--- config.mk ---
export PLATFORM = sky130hd
export DESIGN_NAME = uart_out
export DESIGN_NICKNAME = d
export VERILOG_FILES = /design/src/rtl/uart_out_pkg.sv /design/src/rtl/uart_out_up_counter.sv /design/src/rtl/uart_out.sv
export SDC_FILE = /design/constraint.sdc
export NUM_CORES = 1
export LEC_CHECK = 0
export CAP_MARGIN = 10
export CORE_MARGIN = 10
export CORE_UTILIZATION = 45
export CTS_CLUSTER_DIAMETER = 120
export DETAILED_ROUTE_END_ITERATION = 8
export PLACE_DENSITY = 0.62
export SYNTH_ARGS = -nofsm -noshare
export SYNTH_HDL_FRONTEND = slang
export SYNTH_SLANG_ARGS = --single-unit
--- constraint.sdc ---
create_clock -name clk -period 7.35 [get_ports clk]
set_input_delay 0.735 -clock clk [delete_from_list [all_inputs] [get_ports clk]]
set_output_delay 0.735 -clock clk [all_outputs]
set_load 0.03 [all_outputs]
--- src/rtl/uart_out_pkg.sv ---
// rtl/uart_out_pkg.sv - shared state encodings and frame constants for the UART transmitter
package uart_out_pkg;

  // Link-level states, shared with the receive side of the same link.
  typedef enum logic [2:0] {
    ST_IDLE   = 3'd0,
    ST_START  = 3'd1,
    ST_DATA   = 3'd2,
    ST_PARITY = 3'd3,
    ST_STOP   = 3'd4
  } uart_state_t;

  localparam int DATA_BITS        = 8;
  localparam int DIV_SIZE_DEFAULT = 10416;
  localparam int BAUD_W           = 32;
  localparam int BIT_W            = 4;

  // Parity over one data byte; odd selects odd parity.
  function automatic logic frame_parity(input logic [DATA_BITS-1:0] b, input logic odd);
    return (^b) ^ odd;
  endfunction

endpackage

--- src/rtl/uart_out_up_counter.sv ---
// rtl/uart_out_up_counter.sv - free-running up counter with synchronous clear and enable
module uart_out_up_counter #(
  parameter int WIDTH = 32
) (
  input  logic             clk,
  input  logic             rst,
  input  logic             clr,
  input  logic             en,
  output logic [WIDTH-1:0] count
);

  // Clear wins over increment so a boundary cycle always restarts at zero.
  always_ff @(posedge clk or posedge rst) begin
    if (rst) begin
      count <= '0;
    end else if (clr) begin
      count <= '0;
    end else if (en) begin
      count <= count + WIDTH'(1);
    end
  end

endmodule

--- src/rtl/uart_out.sv ---
// rtl/uart_out.sv - 8-bit UART transmitter with one-entry holding register
module uart_out
  import uart_out_pkg::*;
#(
  parameter int DIV_SIZE   = DIV_SIZE_DEFAULT,
  parameter int PARITY_EN  = 0,
  parameter int PARITY_ODD = 0,
  parameter int STOP_BITS  = 1
) (
  input  logic                 clk,
  input  logic                 rst,
  input  logic [DATA_BITS-1:0] data_in,
  input  logic                 send,
  output logic                 ready,
  output logic                 srl_out,
  output logic                 busy,
  output logic                 xmit_done
);

  uart_state_t          state;
  uart_state_t          state_nx;
  logic [BAUD_W-1:0]    baud_cnt;
  logic [BIT_W-1:0]     bit_cnt;
  logic                 baud_clr;
  logic                 bit_clr;
  logic                 bit_end;
  logic                 last_bit;
  logic                 accept;
  logic                 load;
  logic [DATA_BITS-1:0] load_src;
  logic [DATA_BITS-1:0] hold_data;
  logic                 hold_full;
  logic [DATA_BITS-1:0] shift_q;
  logic [DATA_BITS-1:0] shift_nx;
  logic                 par_q;
  logic                 srl_d;

  // A byte is taken whenever the holding slot is free.
  assign accept   = send && !hold_full;
  assign bit_end  = (state != ST_IDLE) && (baud_cnt == BAUD_W'(DIV_SIZE - 1));
  assign baud_clr = (state == ST_IDLE) || bit_end;
  assign bit_clr  = (state == ST_IDLE) || (bit_end && last_bit);
  // Entering START from IDLE or STOP is the only moment the shift register loads.
  assign load     = (state_nx == ST_START) && (state != ST_START);
  // In IDLE an accepted byte bypasses the holding slot and goes straight to the shifter.
  assign load_src = hold_full ? hold_data : data_in;

  uart_out_up_counter #(.WIDTH(BAUD_W)) u_baud_cnt (
    .clk   (clk),
    .rst   (rst),
    .clr   (baud_clr),
    .en    (1'b1),
    .count (baud_cnt)
  );

  uart_out_up_counter #(.WIDTH(BIT_W)) u_bit_cnt (
    .clk   (clk),
    .rst   (rst),
    .clr   (bit_clr),
    .en    (bit_end),
    .count (bit_cnt)
  );

  // Marks the final bit period of the multi-bit states.
  always_comb begin
    last_bit = 1'b1;
    case (state)
      ST_DATA: last_bit = (bit_cnt == BIT_W'(DATA_BITS - 1));
      ST_STOP: last_bit = (bit_cnt == BIT_W'(STOP_BITS - 1));
      default: last_bit = 1'b1;
    endcase
  end

  // State register.
  always_ff @(posedge clk or posedge rst) begin
    if (rst) begin
      state <= ST_IDLE;
    end else begin
      state <= state_nx;
    end
  end

  // Next-state logic; a full holding slot chains frames with no idle gap.
  always_comb begin
    state_nx = state;
    case (state)
      ST_IDLE:   if (hold_full || accept) state_nx = ST_START;
      ST_START:  if (bit_end) state_nx = ST_DATA;
      ST_DATA:   if (bit_end && last_bit) state_nx = (PARITY_EN != 0) ? ST_PARITY : ST_STOP;
      ST_PARITY: if (bit_end) state_nx = ST_STOP;
      ST_STOP:   if (bit_end && last_bit) state_nx = hold_full ? ST_START : ST_IDLE;
      default:   state_nx = ST_IDLE;
    endcase
  end

  // Output logic: line value is chosen for the upcoming state so srl_out can be registered.
  always_comb begin
    shift_nx = shift_q;
    if (load) begin
      shift_nx = load_src;
    end else if ((state == ST_DATA) && bit_end) begin
      shift_nx = {1'b0, shift_q[DATA_BITS-1:1]};
    end
    srl_d = 1'b1;
    case (state_nx)
      ST_START:  srl_d = 1'b0;
      ST_DATA:   srl_d = shift_nx[0];
      ST_PARITY: srl_d = par_q;
      default:   srl_d = 1'b1;
    endcase
  end

  assign ready     = !hold_full;
  assign busy      = (state != ST_IDLE);
  assign xmit_done = (state == ST_STOP) && bit_end && last_bit;

  // Datapath registers: shifter, latched parity, line driver and holding slot.
  always_ff @(posedge clk or posedge rst) begin
    if (rst) begin
      shift_q   <= '0;
      par_q     <= 1'b0;
      srl_out   <= 1'b1;
      hold_full <= 1'b0;
      hold_data <= '0;
    end else begin
      shift_q <= shift_nx;
      srl_out <= srl_d;
      if (load) begin
        par_q <= frame_parity(load_src, PARITY_ODD != 0);
      end
      if (load && hold_full) begin
        hold_full <= 1'b0;
      end else if (accept && (state != ST_IDLE)) begin
        hold_full <= 1'b1;
        hold_data <= data_in;
      end
    end
  end

endmodule

Yosys cells after proc, flatten, opt, wreduce, memory -nomap -nowiden
Index checks and enable logic that the tools add are counted.
- bits in registers: 58
- input bits: 11
- output and inout port bits: 4
- word-level logic and storage cells: 60
- $add $sub $neg: 2
- equal/unequal tests: 10
- multiplexer cells: 17
- bitwise logic cells: 1
- reductions and logical operators: 21
- operators by type and width (cell ; count):
    adder 32 x 1 -> 32 bit, second input constant ; 1
    equality test 32 x 14 -> 1 bit, second input constant ; 1
    2-to-1 mux 32 bit ; 1
    2-to-1 mux 8 bit ; 3
    2-to-1 mux 3 bit ; 5
    case mux 3 bit (5 select lines) ; 1
    equality test 3 x 2 -> 1 bit, second input constant ; 4
    logical AND 1 bit ; 9
    2-to-1 mux 4 bit ; 2
    XOR reduction 8 bit ; 1
    equality test 3 x 1 -> 1 bit, second input constant ; 2
    nonzero test 2 bit ; 3
    adder 4 x 1 -> 4 bit, second input constant ; 1
    equality test 4 x 3 -> 1 bit, second input constant ; 1
    zero test 4 bit ; 1
    equality test 3 bit, second input constant ; 1
    zero test 3 bit ; 1
    logical OR 1 bit ; 3
    2-to-1 mux 1 bit ; 3
    != test 3 x 1 -> 1 bit, second input constant ; 1
    case mux 1 bit (3 select lines) ; 1
    nonzero test 3 bit ; 1
    case mux 1 bit (2 select lines) ; 1
    AND reduction 2 bit ; 1
    other kinds (2) ; 2

Depth between registers and ports, before layout
- depth in word-level cells: 10
- depth in mapped cells: 8
- gate-level depth less buffers: 7

Modules after synthesis
From an unflattened synthesis, not the netlist that was laid out.
- cell total of the unflattened synthesis: 337
- area, all modules: 3408.3 sq um
- by module, submodules not included (module ; instances ; cells an instance ; area an instance (sq um)):
    uart_out_up_counter (u_baud_cnt) ; 1 ; 184 ; 1749.2
    uart_out ; 1 ; 136 ; 1462.7
    uart_out_up_counter (u_bit_cnt) ; 1 ; 17 ; 196.4

Least setup slack after synthesis
OpenSTA, ideal clock, no wires.
- kind: reg-to-output
- start: register state[1]
- end: output port xmit_done
- arrival: 1.814 ns
- required time: 6.615 ns
- slack: 4.801 ns
- stages on the path, launching flop included: 5
- buffers on the path: 1
- cells stage by stage: dfrtp_1 -> buf_2 -> or3b_1 -> or4b_4 -> nor2_1
- longest elaborated chain between the ends: 4
- elaborated cells on any way between the ends: 7
- those cells by class: eq/ne: 2; mux: 1; reduce/logical: 4
- RTL lines (element ; RTL line ; RTL):
    start, declared ; uart_out.sv:20 ; uart_state_t state;
    start signal, assigned ; uart_out.sv:79 ; state <= state_nx;
    branches (longest 3 deep; another with equality test 3 bit) ; - ;
    logical AND 1 bit * ; uart_out.sv:115 ; assign xmit_done = (state == ST_STOP) && bit_end && last_bit;
    end, declared ; uart_out.sv:17 ; output logic xmit_done
Every way passes the cells marked *.

Worst setup path in the final report
- start: register state[2]
- end: output port xmit_done
The elaborated chain is that of the path after synthesis.

==> results.py <==
metrics = {
    "synth": {
        "ys_warn_count": 0,
        "ys.flop_type": "dfrtp_1",
        "syn_inst": 300,
        "synth_top_family_by_area": "simple AND/OR/NAND/NOR gates",
        "syn-cell-area_um2": 3070,
        "synthTopCellsByCount": "dfrtp_1 (57), nor2_1 (42), xnor2_1 (23)",
        "muxShareOfSynthArea": 0.0910,
        "synth_area_per_cell_um2": 10.2,
        "netlist_top_cells_area": "dfrtp_1 (47%), xnor2_1 (6.6%), nor2_1 (5.1%)",
        "synthXorXnorAreaFrac": 0.107,
        "ys_ff_latch": 58,
        "yosysTopAreaCell": "dfrtp_1",
        "yosys.area_share.simple": 0.220,
        "seq_area_frac_synth": 0.474,
        "synth_edf_count": 0,
        "synth_top_area_frac": 0.465,
        "synth-async-reset-ratio": 1.00,
        "synth_cell_types": 48,
        "synth.most_common_cell": "dfrtp_1",
        "synthAdderAreaFrac": 0.0122,
        "synth_nets": 314,
        "synth_compound_area_frac": 0.0649,
    },
    "grt": {
        "grt_pass1_vias": 2306,
        "grt_util_all_layers": 0.132,
        "grt_pass1_wl_um": 10800,
        "overflow": 0,
        "grt_max_degree": 59,
        "antenna_found_initial": 0,
    },
    "clock_network": {
        "htreeDepth": 3,
        "cts.sinks": 58,
        "cts-root-buf": "clkbuf_8",
        "cts_tree": "done",
        "clock_latency_ps": 340,
        "cts.path.max_buffers": 2,
        "cts_inserted_buffers": 9,
        "cts_resized": 0,
        "cts-hold-fix-buffers": 0,
        "cts_setup_buffers": 0,
        "clkTransAtPathRegs_ps": 60,
    },
    "placed_design": {
        "dp_hpwl_um": 4140,
        "place_inst": 384,
        "place_congestion": 0.802,
        "portBuffers": 14,
    },
    "setup_path": {
        "crit_arrival_ps": 2600,
        "timing.reg2reg.worst_path_depth": 6,
        "r2r_start": "state[2]",
        "cp.required_ps": 6610,
        "cp-end-kind": "primary output",
        "crit_type": "flop to primary output",
        "start_kind": "flop",
        "crit_path_max_fanout": 10,
        "critPathLaunch": "state[2]",
        "r2r_end": "par_q",
        "reg2reg_setup_slack_ps": 4530,
    },
    "floorplanning": {
        "die_w_um": 103,
        "ios": 15,
        "start_util": 0.456,
        "core_area_um2": 6720,
        "die_h_um": 103,
        "die_area_um2": 10500,
        "rows": 30,
    },
    "sta": {
        "period_share": 0.454,
        "finalSetupTns_ps": 0,
        "max_freq_mhz": 300,
        "max-slew-margin-rel": 0.310,
        "finalHoldViolations": 0,
        "drv_slew": 0,
        "setup_viol": 0,
        "fin_worst_skew_ps": 11.0,
        "tightest_slew_ps": 1030,
        "fin_crit_ps": 3340,
        "grt_setup_unrepaired": "no",
    },
    "hold_path": {
        "min_to": "u_baud_cnt.count[0]",
        "hold_path_class": "flop to flop",
        "min-delay-start": "u_baud_cnt.count[0]",
        "holdPathStages": 1,
    },
    "power": {
        "p_leak_nw": 1.53,
        "power.density_nw_per_um2": 184,
        "ir_drop_uv": 120,
    },
    "detailed_routing": {
        "route.antenna.remaining_nets": 0,
        "routedWlPerCell_um": 15.3,
        "vias": 2181,
        "avgViaCountPerCell": 5.47,
        "first_iter_violations": 61,
        "wl_um": 6110,
        "dr.pass1.iters": 4,
        "remaining_drc_errors": 0,
    },
    "finish": {
        "nNetsFinal": 329,
        "final_layout_size_suffix_gt1_frac": 0.116,
        "syn2layout_area_growth_pct": 12.9,
        "antenna_cells": 0,
        "finalNonFillerCells": 399,
    },
    "outcome": {
        "outcome": "finished clean",
    },
    "flow_run": {
        "cap_viol_max_count": 0,
    },
}
-- metrics by stage --
step / hold slack (ps) / setup slack [ps] / area, µm² / util / power [mW]
after floorplan: 455 / 4800 / 3070 / - / 0.330
after global placement: 470 / 4370 / 3260 / 0.485 / 0.339
after detailed placement: 483 / 4340 / 3260 / 0.485 / 0.339
after CTS: 495 / 3960 / 3460 / 0.515 / 0.647
after global routing: 512 / 3830 / 3460 / 0.515 / 0.661
final: 490 / 4010 / 3460 / 0.515 / 0.637
-- layout by cell type, fill, tap and decap left out, types with 4 or more instances in the layout --
cell type        count
inv_1                9
o21ai_0              7
and2_1               5
a21oi_1              7
xnor2_1             23
and3_1               9
nand4_1              8
clkdlybuf4s50_1     14
nor4_1               9
nand3_1             10
xor2_1              12
clkbuf_8            12
dfrtp_1             57
nor2_1              42
mux2i_1             14
and4_1               4
nor3_1               6
mux2_2              11
nand2_1             19
-- routing by layer --
| layer | vias to the layer above | GRT usage | share of wire |
|---|---|---|---|
| li1 | 1076 | - | - |
| met1 | 1069 | 0.157 | 0.47 |
| met2 | 24 | 0.210 | 0.48 |
| met3 | 12 | 0.0382 | 0.031 |
| met4 | 0 | 0.0694 | 0.022 |
| met5 | - | 0 | 0 |
-- power by group --
part / leakage [nW] / total [mW] / switching [mW] / internal [mW]
combinational: 0.666 / 0.0132 / 0.00777 / 0.00540
sequential: 0.756 / 0.319 / 0 / 0.319
clock: 0.106 / 0.304 / 0.122 / 0.182
total: 1.53 / 0.637 / 0.130 / 0.507
-- worst max-delay path: stages (launching register included) --
cell	delay (ps)
dfrtp_1	490
or3b_1	400
or4b_4	560
nor2_1	130
clkdlybuf4s50_1	690
-- state kept, by name (all words and copies together) (netlist names) --
signal / cells
u_baud_cnt.count: 32
hold_data: 8
shift_q: 8
u_bit_cnt.count: 4
state: 3
hold_full: 1
par_q: 1
srl_out: 1
-- worst max-delay path by stage --
stage | slack, ps | end | cells after the start
finish | 4010 | xmit_done | 4
CTS | 3960 | xmit_done | 4
floorplan | 4800 | xmit_done | 4
global route | 3830 | xmit_done | 5
global placement | 4370 | xmit_done | 4
detailed placement | 4340 | xmit_done | 4
-- kinds of logic (layout without fill, tap and decap cells) --
| family | count (synthesis) | count (layout) |
|---|---|---|
| compound gates | 28 | 28 |
| xor+xnor | 36 | 36 |
| fa+ha+maj | 3 | 3 |
| buf+inv | 21 | 40 |
| flops | 58 | 58 |
| mux | 26 | 26 |
| simple gates | 128 | 128 |
-- layout make-up --
class / instances / area [µm²]
Fill cell: 602 / 3260
Multi-Input combinational cell: 221 / 1520
Sequential cell: 58 / 1450
Clock buffer: 13 / 169
Timing Repair Buffer: 15 / 148
Tap cell: 80 / 100
Inverter: 10 / 37.5
Clock inverter: 2 / 35.0
No activity file was read; power rests on OpenSTA's default activity.
